--- src/rtl/pulse_stretch_if.sv ---
// Event input and stretched-output bundle for pulse_stretch.
// The slave modport is the stretcher side; master is the event source / observer.
interface pulse_stretch_if #(
    parameter int unsigned PEND_W = 2
);
    logic              sig_in;
    logic              sig_out;
    logic              busy;
    logic [PEND_W-1:0] pend_cnt;
    logic              overflow;

    modport master (
        output sig_in,
        input  sig_out,
        input  busy,
        input  pend_cnt,
        input  overflow
    );

    modport slave (
        input  sig_in,
        output sig_out,
        output busy,
        output pend_cnt,
        output overflow
    );
endinterface

--- src/rtl/pulse_stretch.sv ---
// Stretches each sampled event into a HOLD_CYCLES-high window followed by at least
// GAP_CYCLES low cycles; events arriving while busy are queued in a saturating counter.
module pulse_stretch #(
    parameter int unsigned HOLD_CYCLES = 4,
    parameter int unsigned GAP_CYCLES  = 2,
    parameter int unsigned PEND_W      = 2
) (
    input logic           clk,
    input logic           rst_n,
    pulse_stretch_if.slave bus
);
    localparam int unsigned CNT_MAX =
        ((HOLD_CYCLES > GAP_CYCLES) ? HOLD_CYCLES : GAP_CYCLES) - 1;
    localparam int unsigned CNT_W   = (CNT_MAX < 1) ? 1 : $clog2(CNT_MAX + 1);

    localparam logic [CNT_W-1:0]  HOLD_INIT = CNT_W'(HOLD_CYCLES - 1);
    localparam logic [CNT_W-1:0]  GAP_INIT  = CNT_W'(GAP_CYCLES - 1);
    localparam logic [PEND_W-1:0] PEND_MAX  = '1;

    typedef enum logic [1:0] {StIdle, StHold, StGap} state_e;

    state_e            state_q, state_d;
    logic [CNT_W-1:0]  cnt_q, cnt_d;
    logic [PEND_W-1:0] pend_q, pend_d;
    logic              sig_out_q, busy_q, ovf_q, ovf_d;
    logic              inc, dec;

    always_comb begin
        state_d = state_q;
        cnt_d   = cnt_q;
        inc     = 1'b0;
        dec     = 1'b0;
        case (state_q)
            StIdle: begin
                if (bus.sig_in) begin
                    state_d = StHold;
                    cnt_d   = HOLD_INIT;
                end
            end
            StHold: begin
                inc = bus.sig_in;
                if (cnt_q != '0) begin
                    cnt_d = cnt_q - CNT_W'(1);
                end else begin
                    state_d = StGap;
                    cnt_d   = GAP_INIT;
                end
            end
            StGap: begin
                if (cnt_q != '0) begin
                    cnt_d = cnt_q - CNT_W'(1);
                    inc   = bus.sig_in;
                end else if (pend_q != '0) begin
                    // Serve the oldest queued event; a new one arriving now takes its slot.
                    state_d = StHold;
                    cnt_d   = HOLD_INIT;
                    dec     = 1'b1;
                    inc     = bus.sig_in;
                end else if (bus.sig_in) begin
                    state_d = StHold;
                    cnt_d   = HOLD_INIT;
                end else begin
                    state_d = StIdle;
                end
            end
            default: begin
                state_d = StIdle;
                cnt_d   = '0;
            end
        endcase
    end

    always_comb begin
        pend_d = pend_q;
        ovf_d  = 1'b0;
        if (inc && !dec) begin
            if (pend_q == PEND_MAX) begin
                ovf_d = 1'b1;
            end else begin
                pend_d = pend_q + PEND_W'(1);
            end
        end else if (dec && !inc) begin
            pend_d = pend_q - PEND_W'(1);
        end
    end

    always_ff @(posedge clk or negedge rst_n) begin
        if (!rst_n) begin
            state_q   <= StIdle;
            cnt_q     <= '0;
            pend_q    <= '0;
            sig_out_q <= 1'b0;
            busy_q    <= 1'b0;
            ovf_q     <= 1'b0;
        end else begin
            state_q   <= state_d;
            cnt_q     <= cnt_d;
            pend_q    <= pend_d;
            sig_out_q <= (state_d == StHold);
            busy_q    <= (state_d != StIdle);
            ovf_q     <= ovf_d;
        end
    end

    assign bus.sig_out  = sig_out_q;
    assign bus.busy     = busy_q;
    assign bus.pend_cnt = pend_q;
    assign bus.overflow = ovf_q;
endmodule

--- src/flat_wrapper.sv ---
// flat-port wrapper written by rule: the top's interface ports become plain ports
module pulse_stretch_flat 
#(
    parameter int unsigned HOLD_CYCLES = 4,
    parameter int unsigned GAP_CYCLES  = 2,
    parameter int unsigned PEND_W      = 2
)
  (clk, rst_n, bus_sig_in, bus_sig_out, bus_busy, bus_pend_cnt, bus_overflow);
  pulse_stretch_if #(.PEND_W(PEND_W)) bus_i ();
  input logic clk;
  input logic rst_n;
  input wire logic [$bits(bus_i.sig_in)-1:0] bus_sig_in;
  output wire logic [$bits(bus_i.sig_out)-1:0] bus_sig_out;
  output wire logic [$bits(bus_i.busy)-1:0] bus_busy;
  output wire logic [$bits(bus_i.pend_cnt)-1:0] bus_pend_cnt;
  output wire logic [$bits(bus_i.overflow)-1:0] bus_overflow;
  assign bus_i.sig_in = bus_sig_in;
  assign bus_sig_out = bus_i.sig_out;
  assign bus_busy = bus_i.busy;
  assign bus_pend_cnt = bus_i.pend_cnt;
  assign bus_overflow = bus_i.overflow;
  pulse_stretch #(.HOLD_CYCLES(HOLD_CYCLES), .GAP_CYCLES(GAP_CYCLES), .PEND_W(PEND_W)) u_core (.clk(clk), .rst_n(rst_n), .bus(bus_i));
endmodule
--- config.mk ---
export PLATFORM = sky130hd
export DESIGN_NAME = pulse_stretch_flat
export DESIGN_NICKNAME = d
export VERILOG_FILES = /design/src/rtl/pulse_stretch_if.sv /design/src/rtl/pulse_stretch.sv /design/src/flat_wrapper.sv
export SDC_FILE = /design/constraint.sdc
export NUM_CORES = 1
export LEC_CHECK = 0
export CORE_AREA = 2 2 39 41
export DETAILED_ROUTE_END_ITERATION = 8
export DIE_AREA = 0 0 41 43
export GPL_ROUTABILITY_DRIVEN = 1
export PLACE_DENSITY = 0.65
export SETUP_SLACK_MARGIN = 0.05
export SLEW_MARGIN = 20
export SYNTH_ARGS = -nofsm -noshare
export SYNTH_HDL_FRONTEND = slang
export SYNTH_SLANG_ARGS = --single-unit
export TNS_END_PERCENT = 5
--- constraint.sdc ---
create_clock -name clk -period 1.5 [get_ports clk]
set_input_delay 0.3 -clock clk [delete_from_list [all_inputs] [get_ports clk]]
set_output_delay 0.3 -clock clk [all_outputs]
set_load 0.05 [all_outputs]
# Word level (Yosys, flattened, before mapping)

Index checks and enable logic that the tools add are counted.

Input port bits: 3
Register bits: 9
Output and inout port bits: 5
Word-level logic and storage cells: 46

Add/subtract/negate cells: 3
Multiplexer cells: 22
Equal/unequal tests: 5
Reductions and logical operators: 10

Operators with widths:

| cell                                                                | count |
|---|---|
| 2-bit two-way mux                                                   | 11 |
| 2-bit one-hot mux with 3 select lines                               | 2 |
| 1-bit two-way mux                                                   | 8 |
| 2-bit nonzero test                                                  | 4 |
| 2-bit by 1-bit == test with 1-bit output (second input constant)    | 2 |
| 2-bit == test (second input constant)                               | 2 |
| 2-bit by 1-bit subtractor with 2-bit output (second input constant) | 2 |
| 2-bit by 1-bit adder with 2-bit output (second input constant)      | 1 |
| 1-bit logical AND                                                   | 2 |
| 1-bit zero test                                                     | 2 |
| 2-bit zero test                                                     | 1 |
| 2-bit inequality test (second input constant)                       | 1 |
| 1-bit one-hot mux with 2 select lines                               | 1 |
| 2-bit AND reduction                                                 | 1 |

# Longest topological paths before layout

Depth after elaboration: 8
Gate-level depth with buffers: 7
Mapped depth without buffers: 6

# Worst setup path before layout

No wires, ideal clock.

Path type: register to register
Start point: register u_core.pend_q[0] (netlist: u_core.bus.pend_cnt[0])
End point: register u_core.busy_q (netlist: u_core.bus.busy)
Arrival time: 1.401 ns
Library setup time: 0.130 ns
Buffers on the path: 1
Setup slack: -0.031 ns
Stages on the path, launching flop included: 5
Required time: 1.370 ns
Period minus slack after synthesis: 1.531 ns
Path through: dfrtp_1 -> buf_2 -> o311a_1 -> a221oi_2 -> a21oi_1

Word-level cells in the longest chain between the ends: 5

RTL lines:

| item                                  | line                 | source |
|---|---|---|
| start: declaration                    | pulse_stretch.sv:24  | `logic [PEND_W-1:0] pend_q, pend_d;` |
| start signal: assignment              | pulse_stretch.sv:98  | `pend_q <= pend_d;` |
| 2-bit nonzero test                    | pulse_stretch.sv:53  | `end else if (pend_q != '0) begin` |
| 2-bit two-way mux                     | pulse_stretch.sv:53  |  |
| 2-bit two-way mux                     | pulse_stretch.sv:50  | `if (cnt_q != '0) begin` |
| 2-bit one-hot mux with 3 select lines | pulse_stretch.sv:33  | `case (state_q)` |
| 2-bit nonzero test                    | pulse_stretch.sv:100 | `busy_q <= (state_d != StIdle);` |
| end signal: assignment                | pulse_stretch.sv:100 |  |
| end: declaration                      | pulse_stretch.sv:25  | `logic sig_out_q, busy_q, ovf_q, ovf_d;` |

No other way between the ends.
A chain may end at the register's enable or synchronous reset.

# Final worst setup path

Start point: register u_core.state_q[1]
End point: register u_core.pend_q[0] (netlist: u_core.bus.pend_cnt[0])

Word-level cells in the longest chain between the ends: 6
Elaborated cells between the ends (all ways): 12
Classes of those cells: 3 x eq/ne; 3 x mux; 6 x reduce/logical

RTL lines:

| item                                                                       | line                                     | source |
|---|---|---|
| start: declaration                                                         | pulse_stretch.sv:22                      | `state_e state_q, state_d;` |
| start signal: assignment                                                   | pulse_stretch.sv:89                      | `state_q <= StIdle;` |
| start signal: assignment                                                   | pulse_stretch.sv:96                      | `state_q <= state_d;` |
| 2-bit == test or 2-bit by 1-bit == test with 1-bit output (tied branches)  | pulse_stretch.sv:33                      |  |
| 1-bit one-hot mux with 2 select lines or 1-bit two-way mux (tied branches) | pulse_stretch.sv:33                      |  |
| 1-bit zero test, on equally long branches                                  | pulse_stretch.sv:82, pulse_stretch.sv:76 |  |
| 1-bit logical AND, on equally long branches                                | pulse_stretch.sv:82, pulse_stretch.sv:76 |  |
| 2-bit nonzero test (no line) or 2-bit inequality test (tied branches)      | -                                        |  |
| 2-bit AND reduction (no line)                                              | -                                        |  |

Several ways; a longest one is shown, not always the timed one.

==> flow_summary.html <==
<table>
<tr><th>Metric</th><th>Value</th></tr>
<tr><th colspan="2">Drt</th></tr>
<tr><td>WL/cell</td><td>~14 um</td></tr>
<tr><td>Drc violations</td><td>0</td></tr>
<tr><td>Via count</td><td>494</td></tr>
<tr><td>Total routed wirelength</td><td>1240 um</td></tr>
<tr><td>Via density per instance</td><td>5.43</td></tr>
<tr><td>Detailed Routing Iterations Pass 1</td><td>4</td></tr>
<tr><td>Number of nets still failing antenna checks after routing</td><td>0</td></tr>
<tr><td>1st-iter DRT viols</td><td>13</td></tr>
<tr><th colspan="2">Hold path</th></tr>
<tr><td>Hold crit path type</td><td>in2async</td></tr>
<tr><th colspan="2">Global routing</th></tr>
<tr><td>Vias in the first global route</td><td>between 400 and 500</td></tr>
<tr><td>Remaining global-route overflow</td><td>0</td></tr>
<tr><td>Antenna violations before repair</td><td>0</td></tr>
<tr><td>Total global-route track usage</td><td>16.9%</td></tr>
<tr><td>Maximum number of pins on one net before global-route repair</td><td>10</td></tr>
<tr><td>Wire length of the first global-routing pass</td><td>1980 um</td></tr>
<tr><th colspan="2">Synthesis</th></tr>
<tr><td>Most instantiated library cell after synthesis</td><td>sky130_fd_sc_hd__dfrtp_1</td></tr>
<tr><td>Top FF cell, synth</td><td>sky130_fd_sc_hd__dfrtp_1</td></tr>
<tr><td>Syn. warnings</td><td>0</td></tr>
<tr><td>Net count after synthesis</td><td>63</td></tr>
<tr><td>Number of synthesized register bits</td><td>9</td></tr>
<tr><td>Share of the synthesized area in the top cell type</td><td>41.5%</td></tr>
<tr><td>Portion of the post-synthesis area used by sequential elements</td><td>41.5%</td></tr>
<tr><td>List of most frequent post-synthesis cells</td><td>sky130_fd_sc_hd__dfrtp_1 (9), sky130_fd_sc_hd__o21ai_0 (8), sky130_fd_sc_hd__nor2_1 (5)</td></tr>
<tr><td>Synthesized area per cell</td><td>9.70 um2</td></tr>
<tr><td>Synth area leader</td><td>sky130_fd_sc_hd__dfrtp_1</td></tr>
<tr><td>Distinct cell type count of the synthesized netlist</td><td>26</td></tr>
<tr><td>Top cells by area, synth</td><td>sky130_fd_sc_hd__dfrtp_1 (41%), sky130_fd_sc_hd__ha_1 (9.2%), sky130_fd_sc_hd__o21ai_0 (7.4%)</td></tr>
<tr><td>Post-synth EDFFs</td><td>0</td></tr>
<tr><td>Post-synthesis cell count</td><td>56</td></tr>
<tr><td>Cell area after technology mapping</td><td>543 um2</td></tr>
<tr><td>Async S/R FF share, synth</td><td>between 90% and 100%</td></tr>
<tr><th colspan="2">Timing</th></tr>
<tr><td>Final count of pins violating max slew</td><td>0</td></tr>
<tr><td>Maximum achievable frequency</td><td>between 600 and 700 MHz</td></tr>
<tr><td>WHS</td><td>between 300 and 400 ps</td></tr>
<tr><td>Post-route fraction of the period consumed by the critical path</td><td>96.1%</td></tr>
<tr><td>Summed negative setup slack over all endpoints</td><td>0 ps</td></tr>
<tr><td>Number of endpoints failing setup at the final stage</td><td>0</td></tr>
<tr><td>Max-Slew Margin vs Limit</td><td>71.6%</td></tr>
<tr><td>Fin crit period</td><td>1440 ps</td></tr>
<tr><td>Final Skew</td><td>1.10 ps</td></tr>
<tr><td>RSZ-0062 raised after global routing</td><td>yes</td></tr>
<tr><td>Slew @ Worst Pin</td><td>~420 ps</td></tr>
<tr><td>Final Hold Vio Count</td><td>0</td></tr>
<tr><th colspan="2">Finish</th></tr>
<tr><td>Diodes inserted</td><td>0</td></tr>
<tr><td>Share of cells above drive strength 1</td><td>42.7%</td></tr>
<tr><td>Area growth from synthesis to final layout</td><td>52.8%</td></tr>
<tr><td>Final layout net count</td><td>83</td></tr>
<tr><td>Total of fill cells in the finished design</td><td>117</td></tr>
<tr><th colspan="2">Floorplanning</th></tr>
<tr><td>Area of the die</td><td>between 1500 and 2000 um2</td></tr>
<tr><td>Initial Util</td><td>39.2%</td></tr>
<tr><td>Floorplan row count</td><td>14</td></tr>
<tr><td>Die Y-Extent</td><td>43 um</td></tr>
<tr><td>Die outline width</td><td>roughly 41 um</td></tr>
<tr><td>Count of pins on the block boundary</td><td>8</td></tr>
<tr><td>Standard cell core area</td><td>1380 um2</td></tr>
<tr><th colspan="2">Clock tree</th></tr>
<tr><td>Register clock-pin slew on the reported worst setup and hold paths</td><td>about 60 ps</td></tr>
<tr><td>Number of levels in the clock H-tree</td><td>1</td></tr>
<tr><td>Number of hold buffers added after cts</td><td>0</td></tr>
<tr><td>TritonCTS clock tree</td><td>done</td></tr>
<tr><td>Clock Tree Buf Depth</td><td>2</td></tr>
<tr><td>Insertion delay to the later sink of the worst-skew pair</td><td>270 ps</td></tr>
<tr><td>Sink Count</td><td>9</td></tr>
<tr><td>Clock buffers created by TritonCTS</td><td>3</td></tr>
<tr><td>Clock root buffer</td><td>sky130_fd_sc_hd__clkbuf_4</td></tr>
<tr><th colspan="2">Pwr</th></tr>
<tr><td>Cell area power density</td><td>2280 nW/um2</td></tr>
<tr><td>Leakage</td><td>0.354 nW</td></tr>
<tr><td>Pwr Total</td><td>1.89 mW</td></tr>
<tr><td>Worst VDD drop</td><td>1.11 mV</td></tr>
<tr><th colspan="2">Placement</th></tr>
<tr><td>HPWL reported at the end of detailed placement</td><td>828 um</td></tr>
<tr><td>Final RePlAce weighted congestion</td><td>0.781</td></tr>
<tr><td>IO Port Bufs</td><td>7</td></tr>
<tr><th colspan="2">Critical path</th></tr>
<tr><td>Critical Path Sink Type</td><td>flip-flop</td></tr>
<tr><td>Type of the worst setup path</td><td>reg2reg</td></tr>
<tr><td>R2R Setup Slk</td><td>60 ps</td></tr>
<tr><td>Required @ worst endpoint</td><td>1690 ps</td></tr>
<tr><td>CP max FO</td><td>6</td></tr>
<tr><td>Setup crit start kind</td><td>flip-flop</td></tr>
<tr><td>Endpoint arrival time on the critical path</td><td>about 1600 ps</td></tr>
<tr><th colspan="2">Run status</th></tr>
<tr><td>Status</td><td>completed</td></tr>
<tr><th colspan="2">Flow run</th></tr>
<tr><td>Max-cap viol count</td><td>0</td></tr>
</table>
-- critical path, cell delays in order, from the launching register on --
cell	delay (ps)
sky130_fd_sc_hd__dfrtp_1	430
sky130_fd_sc_hd__inv_2	80
sky130_fd_sc_hd__ha_2	350
sky130_fd_sc_hd__o211ai_4	110
sky130_fd_sc_hd__a211oi_2	220
sky130_fd_sc_hd__a31oi_1	60
sky130_fd_sc_hd__o211ai_1	100
-- per-layer routing --
layer / vias to the layer above / track usage (%) / wire length (um)
met5: - / 0 / 0
met4: 0 / 10.0 / 36
met3: 5 / 5.24 / 61
met2: 14 / 25.3 / 623
met1: 235 / 20.3 / 519
li1: 240 / - / -
-- power breakdown --
| group | leakage (nW) | switching (mW) | internal (mW) |
|---|---|---|---|
| clock | 0.0150 | 0.0947 | 0.103 |
| sequential | 0.111 | 0.115 | 0.347 |
| combinational | 0.227 | 0.633 | 0.602 |
-- stage by stage --
step	cell area (um2)	std cells	worst slack (ps)	utilization, %
3_5_place_dp	731	84	-150	52.8
3_3_place_gp	731	84	-120	52.8
4_1_cts	771	88	64.0	55.7
5_1_grt	830	91	-17.3	59.9
6_report	830	91	57.8	59.9
2_1_floorplan	548	56	41.9	-
-- area by class of cell --
class | count | area (um2) | share of cell area (%)
Multi-Input combinational cell | 42 | 349 | 42.1
Sequential cell | 9 | 228 | 27.5
Timing Repair Buffer | 17 | 195 | 23.5
Clock buffer | 4 | 26.3 | 3.17
Tap cell | 16 | 20.0 | 2.41
Inverter | 3 | 11.3 | 1.36
-- sequential cells by signal (all words and copies together) (netlist names) --
register,cells
u_core.bus.pend_cnt,2
u_core.state_q,2
u_core.bus.sig_out,1
u_core.cnt_q,2
u_core.bus.busy,1
u_core.bus.overflow,1
-- cells by family after synthesis --
family | after synthesis | share of synthesized area [%]
AO/OA/AOI/OAI | 23 | 30.2
AND/OR/NAND/NOR | 14 | 13.4
flip-flops | 9 | 41.5
buffers and inverters | 5 | 3.92
adder cells (fa/ha/maj) | 4 | 9.22
multiplexers | 1 | 1.84
-- layout by cell type, fill, tap and decap left out, types with 2 or more instances in the layout --
cell                              instances
sky130_fd_sc_hd__buf_12                   5
sky130_fd_sc_hd__ha_4                     2
sky130_fd_sc_hd__clkbuf_4                 3
sky130_fd_sc_hd__nor2_1                   4
sky130_fd_sc_hd__dfrtp_2                  2
sky130_fd_sc_hd__buf_4                   10
sky130_fd_sc_hd__nor2_4                   2
sky130_fd_sc_hd__dfrtp_1                  7
sky130_fd_sc_hd__a21oi_1                  4
sky130_fd_sc_hd__clkdlybuf4s50_1          2
sky130_fd_sc_hd__o21ai_0                  7
sky130_fd_sc_hd__inv_1                    2
sky130_fd_sc_hd__nand2_1                  3
-- worst paths after layout --
kind | startpoint | endpoint | cells past startpoint
max | u_core.state_q[1] | u_core.bus.pend_cnt[0] | 6
min | rst_n | u_core.bus.overflow | 1
max reg2reg | u_core.state_q[1] | u_core.bus.pend_cnt[0] | 6
min reg2reg | u_core.bus.pend_cnt[1] | u_core.bus.pend_cnt[0] | 3
max in group asynchronous | rst_n | u_core.bus.pend_cnt[1] | 1
min in group clk | u_core.bus.pend_cnt[1] | u_core.bus.pend_cnt[0] | 3
-- repair_timing --
item	4_1_cts	5_1_grt
setup endpoints to repair	4	6
buffers inserted	0	3
resized for setup	3	7
pin swaps	2	4
Note: power is estimated with default switching activity, not from simulation.
